<file path="config.mk">
export PLATFORM = sky130hd
export DESIGN_NAME = mdr_driver
export DESIGN_NICKNAME = d
export VERILOG_FILES = /design/src/rtl/mdr_driver.sv
export SDC_FILE = /design/constraint.sdc
export NUM_CORES = 1
export LEC_CHECK = 0
export CAP_MARGIN = 30
export CORE_MARGIN = 1.5
export CORE_UTILIZATION = 44
export DETAILED_ROUTE_END_ITERATION = 16
export HOLD_SLACK_MARGIN = 0.05
export PLACE_DENSITY = 0.77
export SYNTH_ARGS = -nofsm -noshare
export SYNTH_HDL_FRONTEND = slang
export SYNTH_SLANG_ARGS = --single-unit
</file>
<file path="constraint.sdc">
create_clock -name clk -period 2.94 [get_ports clk]
set_input_delay 0.588 -clock clk [delete_from_list [all_inputs] [get_ports clk]]
set_output_delay 0.588 -clock clk [all_outputs]
set_load 0.05 [all_outputs]
</file>
<file path="src/rtl/mdr_driver.sv">
// mdr_driver: command-side initiator for the mdr (multiply/divide/root) unit.
//
// Accepts one (op, X, Y) command over a valid/ready handshake. It then pulses
// mdr's active-low start strobe and presents each operand on o_data when mdr
// asks for it. Each operand gets one setup cycle before its active-low load
// strobe. The driver then waits for i_done and returns result, remainder and
// error status over a valid/ready response handshake. Every wait state is
// guarded by a TIMEOUT-cycle watchdog.
//
// Ports:
//   clk, rst                  clock, synchronous active-high reset
//   i_cmd_valid/o_cmd_ready   command handshake (ready only when idle)
//   i_cmd_op/i_cmd_x/i_cmd_y  operation and operands (Y ignored for ROOT)
//   o_start/o_load            active-low strobes to mdr
//   o_data/o_op               operand bus and operation select to mdr
//   i_load_x/i_load_y         mdr operand requests
//   i_done/i_result/i_remainder/i_error  mdr completion interface
//   o_rsp_valid/i_rsp_ready   response handshake
//   o_rsp_result/o_rsp_remainder/o_rsp_error/o_rsp_timeout  response fields
module mdr_driver #(
  parameter int DW      = 16,
  parameter int TIMEOUT = 64
) (
  input  logic          clk,
  input  logic          rst,
  input  logic          i_cmd_valid,
  output logic          o_cmd_ready,
  input  logic [1:0]    i_cmd_op,
  input  logic [DW-1:0] i_cmd_x,
  input  logic [DW-1:0] i_cmd_y,
  output logic          o_start,
  output logic          o_load,
  output logic [DW-1:0] o_data,
  output logic [1:0]    o_op,
  input  logic          i_load_x,
  input  logic          i_load_y,
  input  logic          i_done,
  input  logic [DW-1:0] i_result,
  input  logic [DW-1:0] i_remainder,
  input  logic          i_error,
  output logic          o_rsp_valid,
  input  logic          i_rsp_ready,
  output logic [DW-1:0] o_rsp_result,
  output logic [DW-1:0] o_rsp_remainder,
  output logic          o_rsp_error,
  output logic          o_rsp_timeout
);

  localparam int            CW        = $clog2(TIMEOUT + 1);
  localparam logic [1:0]    OP_ROOT   = 2'd2;
  localparam logic [CW-1:0] TMO_LIMIT = CW'(TIMEOUT);

  typedef enum logic [3:0] {
    S_IDLE    = 4'd0,
    S_START   = 4'd1,
    S_WAIT_X  = 4'd2,
    S_SETUP_X = 4'd3,
    S_PULSE_X = 4'd4,
    S_WAIT_Y  = 4'd5,
    S_SETUP_Y = 4'd6,
    S_PULSE_Y = 4'd7,
    S_BUSY    = 4'd8,
    S_RESP    = 4'd9
  } state_t;

  state_t        state_q;
  logic [DW-1:0] x_q;
  logic [DW-1:0] y_q;
  logic [CW-1:0] cnt_q;
  logic [CW-1:0] cnt_inc_d;
  logic          tmo_hit_d;
  logic          cmd_ready_q;
  logic          start_q;
  logic          load_q;
  logic [DW-1:0] data_q;
  logic [1:0]    op_q;
  logic          rsp_valid_q;
  logic [DW-1:0] rsp_result_q;
  logic [DW-1:0] rsp_rem_q;
  logic          rsp_error_q;
  logic          rsp_timeout_q;

  // Watchdog increment and limit detection; the counter stops at TIMEOUT so it never wraps.
  always_comb begin
    cnt_inc_d = cnt_q + CW'(1);
    tmo_hit_d = (cnt_inc_d == TMO_LIMIT);
  end

  // Transaction sequencer: state, watchdog and all registered outputs.
  always_ff @(posedge clk) begin
    if (rst) begin
      state_q       <= S_IDLE;
      x_q           <= '0;
      y_q           <= '0;
      cnt_q         <= '0;
      cmd_ready_q   <= 1'b1;
      start_q       <= 1'b1;
      load_q        <= 1'b1;
      data_q        <= '0;
      op_q          <= 2'd0;
      rsp_valid_q   <= 1'b0;
      rsp_result_q  <= '0;
      rsp_rem_q     <= '0;
      rsp_error_q   <= 1'b0;
      rsp_timeout_q <= 1'b0;
    end else begin
      case (state_q)
        S_IDLE: begin
          cnt_q <= '0;
          if (i_cmd_valid) begin
            x_q         <= i_cmd_x;
            y_q         <= (i_cmd_op == OP_ROOT) ? '0 : i_cmd_y;
            op_q        <= i_cmd_op;
            cmd_ready_q <= 1'b0;
            start_q     <= 1'b0;
            state_q     <= S_START;
          end else begin
            cmd_ready_q <= 1'b1;
          end
        end
        S_START: begin
          cnt_q   <= '0;
          start_q <= 1'b1;
          state_q <= S_WAIT_X;
        end
        S_WAIT_X, S_WAIT_Y: begin
          // Error outranks the operand request; any real event outranks the watchdog.
          if (i_error) begin
            cnt_q         <= '0;
            rsp_valid_q   <= 1'b1;
            rsp_result_q  <= '0;
            rsp_rem_q     <= '0;
            rsp_error_q   <= 1'b1;
            rsp_timeout_q <= 1'b0;
            state_q       <= S_RESP;
          end else if ((state_q == S_WAIT_X) ? i_load_x : i_load_y) begin
            cnt_q   <= '0;
            data_q  <= (state_q == S_WAIT_X) ? x_q : y_q;
            state_q <= (state_q == S_WAIT_X) ? S_SETUP_X : S_SETUP_Y;
          end else if (tmo_hit_d) begin
            cnt_q         <= '0;
            rsp_valid_q   <= 1'b1;
            rsp_result_q  <= '0;
            rsp_rem_q     <= '0;
            rsp_error_q   <= 1'b1;
            rsp_timeout_q <= 1'b1;
            state_q       <= S_RESP;
          end else begin
            cnt_q <= cnt_inc_d;
          end
        end
        S_SETUP_X, S_SETUP_Y: begin
          cnt_q   <= '0;
          load_q  <= 1'b0;
          state_q <= (state_q == S_SETUP_X) ? S_PULSE_X : S_PULSE_Y;
        end
        S_PULSE_X, S_PULSE_Y: begin
          cnt_q   <= '0;
          load_q  <= 1'b1;
          state_q <= (state_q == S_PULSE_X) ? S_WAIT_Y : S_BUSY;
        end
        S_BUSY: begin
          if (i_done) begin
            cnt_q         <= '0;
            rsp_valid_q   <= 1'b1;
            rsp_result_q  <= i_result;
            rsp_rem_q     <= i_remainder;
            rsp_error_q   <= i_error;
            rsp_timeout_q <= 1'b0;
            state_q       <= S_RESP;
          end else if (tmo_hit_d) begin
            cnt_q         <= '0;
            rsp_valid_q   <= 1'b1;
            rsp_result_q  <= '0;
            rsp_rem_q     <= '0;
            rsp_error_q   <= 1'b1;
            rsp_timeout_q <= 1'b1;
            state_q       <= S_RESP;
          end else begin
            cnt_q <= cnt_inc_d;
          end
        end
        S_RESP: begin
          cnt_q <= '0;
          if (i_rsp_ready) begin
            rsp_valid_q <= 1'b0;
            cmd_ready_q <= 1'b1;
            op_q        <= 2'd0;
            state_q     <= S_IDLE;
          end else begin
            rsp_valid_q <= 1'b1;
          end
        end
        default: begin
          cnt_q       <= '0;
          cmd_ready_q <= 1'b1;
          start_q     <= 1'b1;
          load_q      <= 1'b1;
          op_q        <= 2'd0;
          rsp_valid_q <= 1'b0;
          state_q     <= S_IDLE;
        end
      endcase
    end
  end

  assign o_cmd_ready     = cmd_ready_q;
  assign o_start         = start_q;
  assign o_load          = load_q;
  assign o_data          = data_q;
  assign o_op            = op_q;
  assign o_rsp_valid     = rsp_valid_q;
  assign o_rsp_result    = rsp_result_q;
  assign o_rsp_remainder = rsp_rem_q;
  assign o_rsp_error     = rsp_error_q;
  assign o_rsp_timeout   = rsp_timeout_q;

endmodule

</file>
---- After elaboration in Yosys (flattened, before gate mapping) ----
Index checks and enable logic that the tools add are counted.
storage, ports and cells
  register bits after elaboration ......... 99
  bits in latches ......................... 0
  RAM bits ................................ 0
  ROM bits ................................ 0
  output and inout port bits .............. 56
  logic and storage cells ................. 103
  memories kept ........................... 0
cells by class
  add/sub/neg operators ................... 1
  multiply operators ...................... 0
  div/mod/pow operators ................... 0
  magnitude comparators ................... 0
  equal/unequal tests ..................... 14
  shifts and indexed selects .............. 0
  multiplexer cells ....................... 53
  bitwise logic cells ..................... 4
  reduce and logical (&&, ||, !) cells .... 17
operators with widths
  operator                                                               number
  16-bit two-way mux                                                     10
  16-bit one-hot mux with 2 select lines                                 2
  4-bit two-way mux                                                      7
  7-bit two-way mux                                                      4
  4-bit one-hot mux with 7 select lines                                  1
  1-bit two-way mux                                                      17
  4-bit by 3-bit equality test with 1-bit output, second input constant  4
  8-bit OR reduction                                                     2
  7-bit one-hot mux with 2 select lines                                  1
  2-bit AND reduction                                                    6
  6-bit OR reduction                                                     2
  4-bit by 2-bit equality test with 1-bit output, second input constant  2
  4-bit equality test, second input constant                             2
  1-bit one-hot mux with 2 select lines                                  4
  7-bit by 1-bit adder with 7-bit output, second input constant          1
  7-bit equality test, second input constant                             1
  2-bit two-way mux                                                      3
  2-bit one-hot mux with 3 select lines                                  1
  3-bit AND reduction                                                    2
  2-bit OR reduction                                                     3
  4-bit by 1-bit equality test with 1-bit output, second input constant  1
  4-bit zero test                                                        1
  2-bit inequality test, second input constant                           2
  1-bit inverter                                                         4
  6 further kinds                                                        6

---- Logic depth before layout (Yosys ltp) ----
Gate-level depths: netlist of run 1.
  depth after elaboration ................. 6
  mapped depth ............................ 7

---- Least setup slack after synthesis of run 1 ----
Ideal clock, no wire load.
  kind .................................... input port to flip-flop
  start ................................... input port i_error
  end ..................................... register rsp_rem_q[10], in the netlist o_rsp_remainder[10]
  library setup time ...................... 0.117 ns
  arrival ................................. 1.770 ns
  path slack .............................. 1.053 ns
  stages .................................. 6
  cell sequence ........................... clkbuf_1 -> inv_1 -> o31ai_2 -> a31oi_4 -> buf_6 -> a22o_1
between the ends
  word-level cells in the longest chain between the ends .. 2
  elaborated cells on any way between the ends .. 4
RTL lines
  element                                                                               RTL line  RTL
  start: declaration                                                                    40        input logic i_error,
  16-bit two-way mux / 3-bit inequality test (equally long branches)                    -
  16-bit one-hot mux with 2 select lines / 2-bit AND reduction (equally long branches)  -
  end signal: assignment                                                                167       rsp_rem_q <= i_remainder;
  end: declaration                                                                      79        logic [DW-1:0] rsp_rem_q;
Parallel ways exist; a longest one is shown, timed or not.
A chain may end at the register's enable or synchronous reset.

---- Worst setup path in the final report of run 1 ----
  start ................................... register state_q[1]
  end ..................................... register rsp_rem_q[14], in the netlist o_rsp_remainder[14]
between the ends
  word-level cells in the longest chain between the ends .. 4
  elaborated cells on any way between the ends .. 9
RTL lines
  element                                                                                                                  RTL line  RTL
  start: declaration                                                                                                       66        state_t state_q;
  start signal: assignment                                                                                                 139       state_q <= (state_q == S_WAIT_X) ? S_SETUP_X : S_SETUP_Y;
  start signal: assignment                                                                                                 155       state_q <= (state_q == S_SETUP_X) ? S_PULSE_X : S_PULSE_Y;
  start signal: assignment                                                                                                 160       state_q <= (state_q == S_PULSE_X) ? S_WAIT_Y : S_BUSY;
  4-bit by 2-bit equality test with 1-bit output / 4-bit by 3-bit equality test with 1-bit output (equally long branches)  107, 136
  1-bit two-way mux / 2-bit OR reduction (equally long branches)                                                           136, 107
  3-bit inequality test (no source line) / 2-bit nonzero test (equally long branches)                                      -
  2-bit AND reduction (no source line)                                                                                     -
Parallel ways exist; a longest one is shown, timed or not.

==> results of run 1 <==
worst paths after layout:
check / endpoint / slack (ps) / depth (start not counted)
worst min register to register: o_rsp_timeout / 450 / 2
worst min-delay path: o_rsp_timeout / 450 / 2
worst max register to register: o_rsp_remainder[14] / 310 / 5
worst max-delay path: o_rsp_remainder[14] / 310 / 5
power groups by stage:
stage / Sequential, mW / Combinational (mW) / Clock (mW)
final: 1.46 / 0.508 / 0.870
after global routing: 1.47 / 0.553 / 0.949
after CTS: 1.46 / 0.510 / 0.896
after detailed placement: 1.49 / 0.508 / 0
after global placement: 1.49 / 0.498 / 0
after floorplan: 1.54 / 0.267 / 0
logic make-up after synthesis:
logic type	Yosys count	share of synthesized area, %
AO/OA/AOI/OAI	122	21.3
adder cells (fa/ha/maj)	1	0.315
multiplexers	19	4.84
flip-flops	99	49.8
buffers and inverters	40	4.91
XOR/XNOR	5	1.10
AND/OR/NAND/NOR	145	17.7
cell usage after synthesis, drive strengths merged, types with 2 or more instances:
cell type and n:
mux2i 17, o22ai 2, xnor2 2, o21bai 2
or3 2, nand2 58, nor4b 3, nand4 2
a211oi 19, nand3 24, a22o 32, clkbuf 18
xor2 3, buf 15, a22oi 3, nor2b 3
inv 7, a21oi 46, and3 2, nand2b 5
dfxtp 99, nor3 8, mux2 2, nor2 31
nor4 2, o21ai 8
cell type report:
cell class | count | area, µm²
inverters | 7 | 26.3
flip-flops and latches | 99 | 1980
repair buffers | 135 | 1330
clock inverters | 7 | 76.3
multi-input cells | 292 | 1800
well taps | 108 | 135
clock buffers | 9 | 124
fillers | 738 | 3240
stage by stage:
| stage | hold WS [ps] | total power, mW |
|---|---|---|
| final | 455 | 2.84 |
| after global routing | 479 | 2.97 |
| after CTS | 458 | 2.87 |
| after detailed placement | 442 | 2.00 |
| after global placement | 438 | 1.98 |
| after floorplan | 431 | 1.81 |
worst min-delay path, cell delays in order, from the launching register on:
cell and delay [ps]:
dfxtp_1 320, inv_1 50, a21oi_1 50
routing by layer:
layer	track usage (%)	part of all wire, %	vias up
li1	-	-	1767
met1	27.0	47	1612
met2	34.0	47	117
met3	5.65	5.6	6
met4	5.16	0.57	0
met5	0	0	-
placed cells by master (no fill, tap or decap), types with 3 or more instances in the layout:
master,n
nor2_1,30
a22o_1,32
a211oi_1,19
buf_4,6
clkbuf_8,9
nor3_1,7
nand2b_1,5
a22oi_1,3
a21oi_1,45
nand3_1,23
nand2_1,58
xor2_1,3
nor2b_1,3
clkdlybuf4s50_1,128
dfxtp_1,99
inv_1,7
o21ai_0,7
inv_8,3
mux2i_1,17
sequential cells by signal, summed over array words and instances, names as in the netlist:
register and count:
state_q 4, y_q 16, o_rsp_timeout 1, o_cmd_ready 1, o_start 1, cnt_q 7, o_rsp_error 1, o_rsp_valid 1
o_data 16, o_rsp_result 16, o_op 2, o_load 1, x_q 16, o_rsp_remainder 16
==> summary.txt, run 1 <==
Status
  • Status: finished, final reports clean

Yosys
  • Syn Std Cell Area: about 0.0040 mm²
  • Count of flip-flops with a built-in enable after synthesis: 0
  • Synth Net Count: about 500
  • Cell variety after synth: slightly below 50
  • Leading area contributor after synthesis: dfxtp_1
  • Most used flip-flop cell after synthesis: dfxtp_1
  • Yosys top cell area share: between 40 and 50%
  • Cells after Synth: ~430
  • Synth warn: 0
  • Seq/Total Area, Yosys: 49.8%
  • Synth area leaders: dfxtp_1 50%, a22o_1 7.0%, a21oi_1 5.7%, nand2_1 5.5%, mux2i_1 4.3%
  • Asr flop ratio synth: 0%
  • Synthesized flop and latch total: between 90 and 100
  • Mean area per synthesized cell: 9.23 µm²

Floorplanning
  • Site row count: 34
  • Starting density of the core: about 46%
  • Num ports: 130
  • Vert. Die Dim: 98.1 µm
  • Die area: slightly below 0.01 mm²
  • Die W: 98.1 µm
  • Core ar.: 0.00872 mm²

Pwr
  • Switch share: approximately 31%
  • Comb pwr share: between 10% and 20%
  • Maximum VDD drop: roughly 0.00028 V
  • Clock power frac: between 30 and 40%
  • Sw power: ~870 µW
  • PwrDens: a little over 500 mW/mm²
  • Internal power: between 1.5 and 2 mW
  • Flop pwr share: between 50% and 60%
  • Lkg Pwr: 1.91 nW

Clocking
  • CTS Buf Count: 9
  • CTS sink count: 99
  • Worst-Skew Late Latency: 370 ps
  • CTS max path bufs: 2
  • Post_cts resized: 0
  • Postcts setup bufs: 0
  • CTS tree: yes
  • Clock root buffer: clkbuf_8
  • H-tree depth: 3
  • Worst-path clk slew: 100 ps
  • Hold buffers post-CTS: 0

Placement
  • Cell Area, Placed: 0.00528 mm²
  • Place WS: 340 ps
  • Gp weighted congestion: between 0.8 and 0.9
  • DP HPWL: between 6000 and 7000 µm
  • IO Port Bufs: approximately 130
  • Dpl cells: ~640

Cells and area
  • Final core utilization: 62.8%
  • Area grow syn2layout: 37.7%
  • Fin cells: approximately 660
  • Layout net count: 619
  • Layout Cell Area excl Fill: approximately 0.0055 mm²
  • Layout cell share with drive strength beyond 1: approximately 6.4%
  • Antenna diode count: 0

Setup path
  • Crit path DAT: about 3000 ps
  • Worst Path Buf+Inv: 0
  • Critical Path Slowest Stage Cell: a31oi_4
  • CP Launch Point: state_q[1]
  • Worst EP required: between 3000 and 4000 ps
  • Crit-path max cell delay: approximately 740 ps
  • Worst setup path class: flop to flop
  • CP startpoint kind: flop
  • Worst path cell trace: nor4b_4 > mux2_2 > nand3_2 > a31oi_4 > a22o_1
  • Worst-path maximum fanout: 32
  • CP Capture Type: flop
  • Worst r2r src: state_q[1]
  • CP delay by family, top: compound AO/OA/AOI/OAI gates

GRT
  • GRT Residual Overflow: 0
  • First-pass GRT wire length: between 15000 and 20000 µm
  • Largest net degree at the start of global routing: 62
  • Vias in the first global route: between 3000 and 4000
  • GRT Total Usage: between 20% and 30%
  • Antenna violations before repair: 0

Detailed routing
  • DR vias/cell: between 5 and 6
  • # DRC: 0
  • Via count: 3502
  • Routed Antenna Nets: 0
  • Final wirelength: between 9000 and 10000 µm
  • 1st-pass router iterations: 4
  • Wire per inst: about 15 µm
  • 1st-iter DRT viols: 141

STA
  • Clock Skew: 17.6 ps
  • Setup Viol. Count Final: 0
  • Final hold vios: 0
  • Final worst slack: approximately 310 ps
  • F_max: roughly 380 MHz
  • Least-Margin Pin Slew: about 900 ps
  • Fin crit period: between 2000 and 3000 ps
  • Period utilization: 89.3%
  • Max Slew Vio Count: 0
  • Relative slew slack: between 40 and 50%
  • RSZ-0062 raised after global routing: no
  • Setup TNS: 0 ps

Worst hold path
  • Worst Hold Class: flop to flop
  • Hold Startpoint: o_rsp_timeout

Job
  • Max-Cap Viols: 0
Power figures use the tool's default switching activity.
==> run 2, diff against run 1 <==
- CORE_ASPECT_RATIO: default -> 0.9
==> run 2 against run 1 <==
Clock power decreased by 1%. Global-route usage fell by 0.34 points. First-iteration DRC count is 30% lower. Cell count grew 1.8%. Critical path depth did not move. Non-clock buffer count grew 2. Maximum frequency is 3.9% higher. Via count fell by 0.17%. Sequential share of layout area decreased by 0.14 points. Count of clock-buffer cells in the layout rose by 3. Sequential power hardly changed. Wire length decreased by 3.4%.
==> summary.txt, run 2 (same netlist as run 1, synthesis figures left out) <==
Cells and area
  • Fin cells: ~670
  • Layout cell share with drive strength beyond 1: 6.18%
  • Commonest non-fill, non-tap cells in the layout: 128 x clkdlybuf4s50_1, 99 x dfxtp_1, 58 x nand2_1
  • Layout net count: a little over 600
  • Layout Cell Area excl Fill: between 0.005 and 0.006 mm²
  • Final core utilization: a little over three fifths
  • Area grow syn2layout: 38.3%
  • Antenna diode count: 0
  • Most common cell after layout, fill and taps aside: clkdlybuf4s50_1

Pwr
  • PwrDens: 515 mW/mm²
  • Total power: roughly 2.8 mW
  • Lkg Pwr: about 1.9 nW
  • Maximum VDD drop: 0.000282 V

Setup path
  • Reg-to-Reg End: o_rsp_remainder[4]
  • Crit path to: o_rsp_remainder[4]
  • Crit path DAT: around 2800 ps
  • Worst r2r src: state_q[1]
  • Worst EP required: approximately 3200 ps
  • Worst reg-to-reg setup slack: a little over 400 ps
  • CP Launch Point: state_q[1]
  • CP startpoint kind: flop
  • Worst-path maximum fanout: 32
  • Worst Reg2Reg Path Length in Cells: 5
  • Worst setup path class: flop to flop
  • CP Capture Type: flop

Placement
  • Dpl cells: 654
  • Cell Area, Placed: about 0.0053 mm²
  • Gp weighted congestion: 0.893
  • DP HPWL: 6960 µm
  • IO Port Bufs: between 100 and 150

Worst hold path
  • Hold Startpoint: o_rsp_timeout
  • Worst Hold Class: flop to flop

Detailed routing
  • Via count: about 3500
  • Highest routing layer actually used: met4
  • Met1 WL: 4370 µm
  • 1st-pass router iterations: 4
  • Final wirelength: 9540 µm
  • 1st-iter DRT viols: 99
  • DR vias/cell: between 5 and 6
  • # DRC: 0
  • Routed Antenna Nets: 0
  • Wire per inst: 14.3 µm
  • DR WL met3: around 750 µm
  • Met2 WL: between 4000 and 5000 µm

GRT
  • First-pass GRT wire length: between 15000 and 20000 µm
  • GRT Total Usage: between 20% and 30%
  • Antenna violations before repair: 0
  • GRT Residual Overflow: 0
  • Largest net degree at the start of global routing: 62
  • Vias in the first global route: about 3300

Clocking
  • Postcts setup bufs: 0
  • Post_cts resized: 0
  • Hold buffers post-CTS: 0
  • CTS Buf Count: 9
  • CTS sink count: just under 100
  • CTS tree: yes
  • Worst-Skew Late Latency: between 300 and 400 ps
  • CTS max path bufs: 2
  • H-tree depth: 3
  • Worst-path clk slew: about 90 ps
  • Clock root buffer: clkbuf_8

Floorplanning
  • Core ar.: between 0.008 and 0.009 mm²
  • Site row count: 32
  • Vert. Die Dim: 93.2 µm
  • Die area: 0.00962 mm²
  • Starting density of the core: between 40% and 50%
  • Num ports: 130
  • Die W: 103 µm

STA
  • Least-Margin Pin Slew: 864 ps
  • Relative slew slack: around 42%
  • Max Slew Vio Count: 0
  • F_max: between 300 and 400 MHz
  • Clock Skew: about 7.4 ps
  • RSZ-0062 raised after global routing: no
  • Period utilization: between 80% and 90%
  • Fin crit period: ~2500 ps
  • Setup Viol. Count Final: 0
  • Setup TNS: 0 ps
  • Final hold vios: 0

Job
  • Max-Cap Viols: 0

Status
  • Status: finished, final reports clean
run 2: cell types whose count changed in the layout (fill, tap and decap cells not counted), sizes merged:
cell	previous run	this run
clkbuf	9	12
inv	11	8
buf	7	9
clkinv	3	1
bufinv	0	1
run 2: power by group:
part | switching [mW] | leakage, nW | internal [mW]
logic | 0.291 | 1.01 | 0.230
clock network | 0.441 | 0.0970 | 0.418
registers | 0.0455 | 0.803 | 1.40
run 2: critical path, cell delays in order, from the launching register on:
cell,delay (ps)
dfxtp_1,640
nor4b_4,460
mux2_2,270
nand3_2,110
a31oi_4,720
a22o_1,240
run 2: cell type report:
cell class	count	area, µm²
Clock buffer	12	145
Clock inverter	3	47.5
Fill cell	749	3190
Inverter	7	26.3
Multi-Input combinational cell	292	1800
Sequential cell	99	1980
Tap cell	119	149
Timing Repair Buffer	137	1350
run 2: worst min-delay path by stage:
stage                     cells past startpoint             to  slack [ps]
after floorplan                               2         y_q[0]         430
after detailed placement                      2        y_q[15]         450
after global routing                          2        y_q[15]         470
final                                         2  o_rsp_timeout         450
after CTS                                     2        y_q[15]         460
after global placement                        2        y_q[14]         440
run 2: metrics by stage:
step	setup slack, ps	hold slack, ps
floorplan	1050	431
global placement	555	438
detailed placement	442	446
CTS	420	457
global route	171	469
finish	414	455
run 2: per-layer routing:
layer / vias up / GRT usage (%)
met3: 15 / 5.68
li1: 1768 / -
met4: 0 / 6.08
met2: 121 / 31.1
met5: - / 0
met1: 1592 / 27.8
==> patch (flow settings as in run 1) <==
Make the reset (`rst`) asynchronous in one clocked block. Comments in the files are not updated.
--- a/src/rtl/mdr_driver.sv
+++ b/src/rtl/mdr_driver.sv
@@ -89,3 +89,3 @@
   // Transaction sequencer: state, watchdog and all registered outputs.
-  always_ff @(posedge clk) begin
+  always_ff @(posedge clk or posedge rst) begin
     if (rst) begin
Formal check against the unedited RTL: differs if rst is asserted again (counterexample within 4 cycles, from zero or initial values and one cycle with rst high); with rst held inactive, the same outputs for 4 cycles.
==> patch against run 1 <==
Design area increased by 22%; sequential cell count unchanged; worst setup slack improved by 0.14 ns; synthesized area increased by 25%; global-route usage increased by 2.4 points; routed wire length increased by 37%; fmax increased by 5.7%; critical endpoint is now o_rsp_result[4]; largest cell class unchanged.
Power is not compared: it rests on default switching activity, and its combinational part moved more than twofold at a synthesized area within 25%.
==> patch: results (changes against run 1) <==
- Critical path arrival: 2.67 ns (was 2.93 ns)
- Slowest library cell on the worst path: dfrtp_1 (was a31oi_4)
- Top FF cell, synth: dfrtp_1 (was dfxtp_1)
- Tcrit/Tclk final: 84.43% (was 89.29%)
- Post-synth top cells: 144 x nand2_1, 96 x dfrtp_1, 46 x a21oi_1 (was 99 x dfxtp_1, 58 x nand2_1, 45 x a21oi_1)
- GP Congestion: 0.8817 (was 0.8206)
- Compound-Gate Fraction of Synth Area: 19.51% (was 21.30%)
- Sequential share of the synthesized area: 49.92% (was 49.83%)
- Adder-cell area share of the yosys netlist: 0.2518% (was 0.3146%)
- LEAKAGE: ~3 nW
- R2r startpoint: state_q[2] (was state_q[1])
- Drt via density: 5.846 (was 5.330)
- 1st-iter DRT viols: 488 (was 141)
- Mux cell area share after synthesis: 5.035% (was 4.844%)
- R2R Setup Slk: 0.46 ns (was 0.31 ns)
- Synth Instances: 529 (was 431)
- Vias in the first global route: 4331 (was 3458)
- Share of post-route cells with drive strength above 1: 9.516% (was 6.375%)
- Routed WL: 13.50 mm (was 9.875 mm)
- Post-Layout Cell Count: 781 (was 657)
- Hold EP: y_q[10] (was o_rsp_timeout)
- Root Driver: clkbuf_16 (was clkbuf_8)
- Filler cell count: 934 (was 738)
- Grt met2 use: 36.52% (was 34.01%)
- Worst hold slack: 0.4685 ns (was 0.4547 ns)
- Clock Pin Slew Worst Setup and Hold Paths: 0.07 ns (was 0.10 ns)
- Pre-Repair DR Iteration Count: 5 (was 4)
- Async SR Flop Fraction: 100.0% (was 0%)
- Yosys cell types: 62 (was 49)
- Crit-path max FO: 33 (was 32)
- DP Area: 6344 sq um (was 5278 sq um)
- Worst Clk Skew: 0.01067 ns (was 0.01764 ns)
- Clk_lat worst skew: 0.35 ns (was 0.37 ns)
- Total GRT Usage: 23.04% (was 20.67%)
- Placed cell count: 765 (was 641)
- Pre-CTS setup slack: 0.3691 ns (was 0.3396 ns)
- Hold path start: y_q[10] (was o_rsp_timeout)
- First-pass GRT wire length: 21.31 mm (was 16.44 mm)
- Xor/xnor share of the synthesized area: 0.8812% (was 1.101%)
- End point of the critical path: o_rsp_result[4] (was o_rsp_remainder[14])
- Metal3 WL: 1.245 mm (was 550 um)
- Largest stage delay, worst path: 0.62 ns (was 0.74 ns)
- Outcome: complete, no violations (unchanged)
- Reg2Reg Depth: 4 (was 5)
==> patch: cell types whose count changed after synthesis, sizes merged, moves of 15 or more <==
cell | run 1 | this run
dfrtp | 0 | 96
a32oi | 0 | 32
nand2 | 58 | 144
mux2i | 17 | 2
a22o | 32 | 1
dfxtp | 99 | 0
a211oi | 19 | 3
nor2 | 31 | 16
a31oi | 1 | 33
==> patch: layout make-up <==
type	count	area (sq um)	share of cell area, %
flip-flops and latches	99	2481	37.18
well taps	140	175.2	2.625
multi-input cells	379	2251	33.73
inverters	5	22.52	0.3375
clock buffers	12	256.5	3.844
repair buffers	142	1414	21.19
clock inverters	4	72.57	1.088
==> patch: where the power goes <==
group | internal [W] | switching [W] | leakage (nW)
registers | 0.00186 | 0.000366 | 1.29
clock network | 0.000792 | 0.000517 | 0.159
logic | 0.00117 | 0.00205 | 1.50
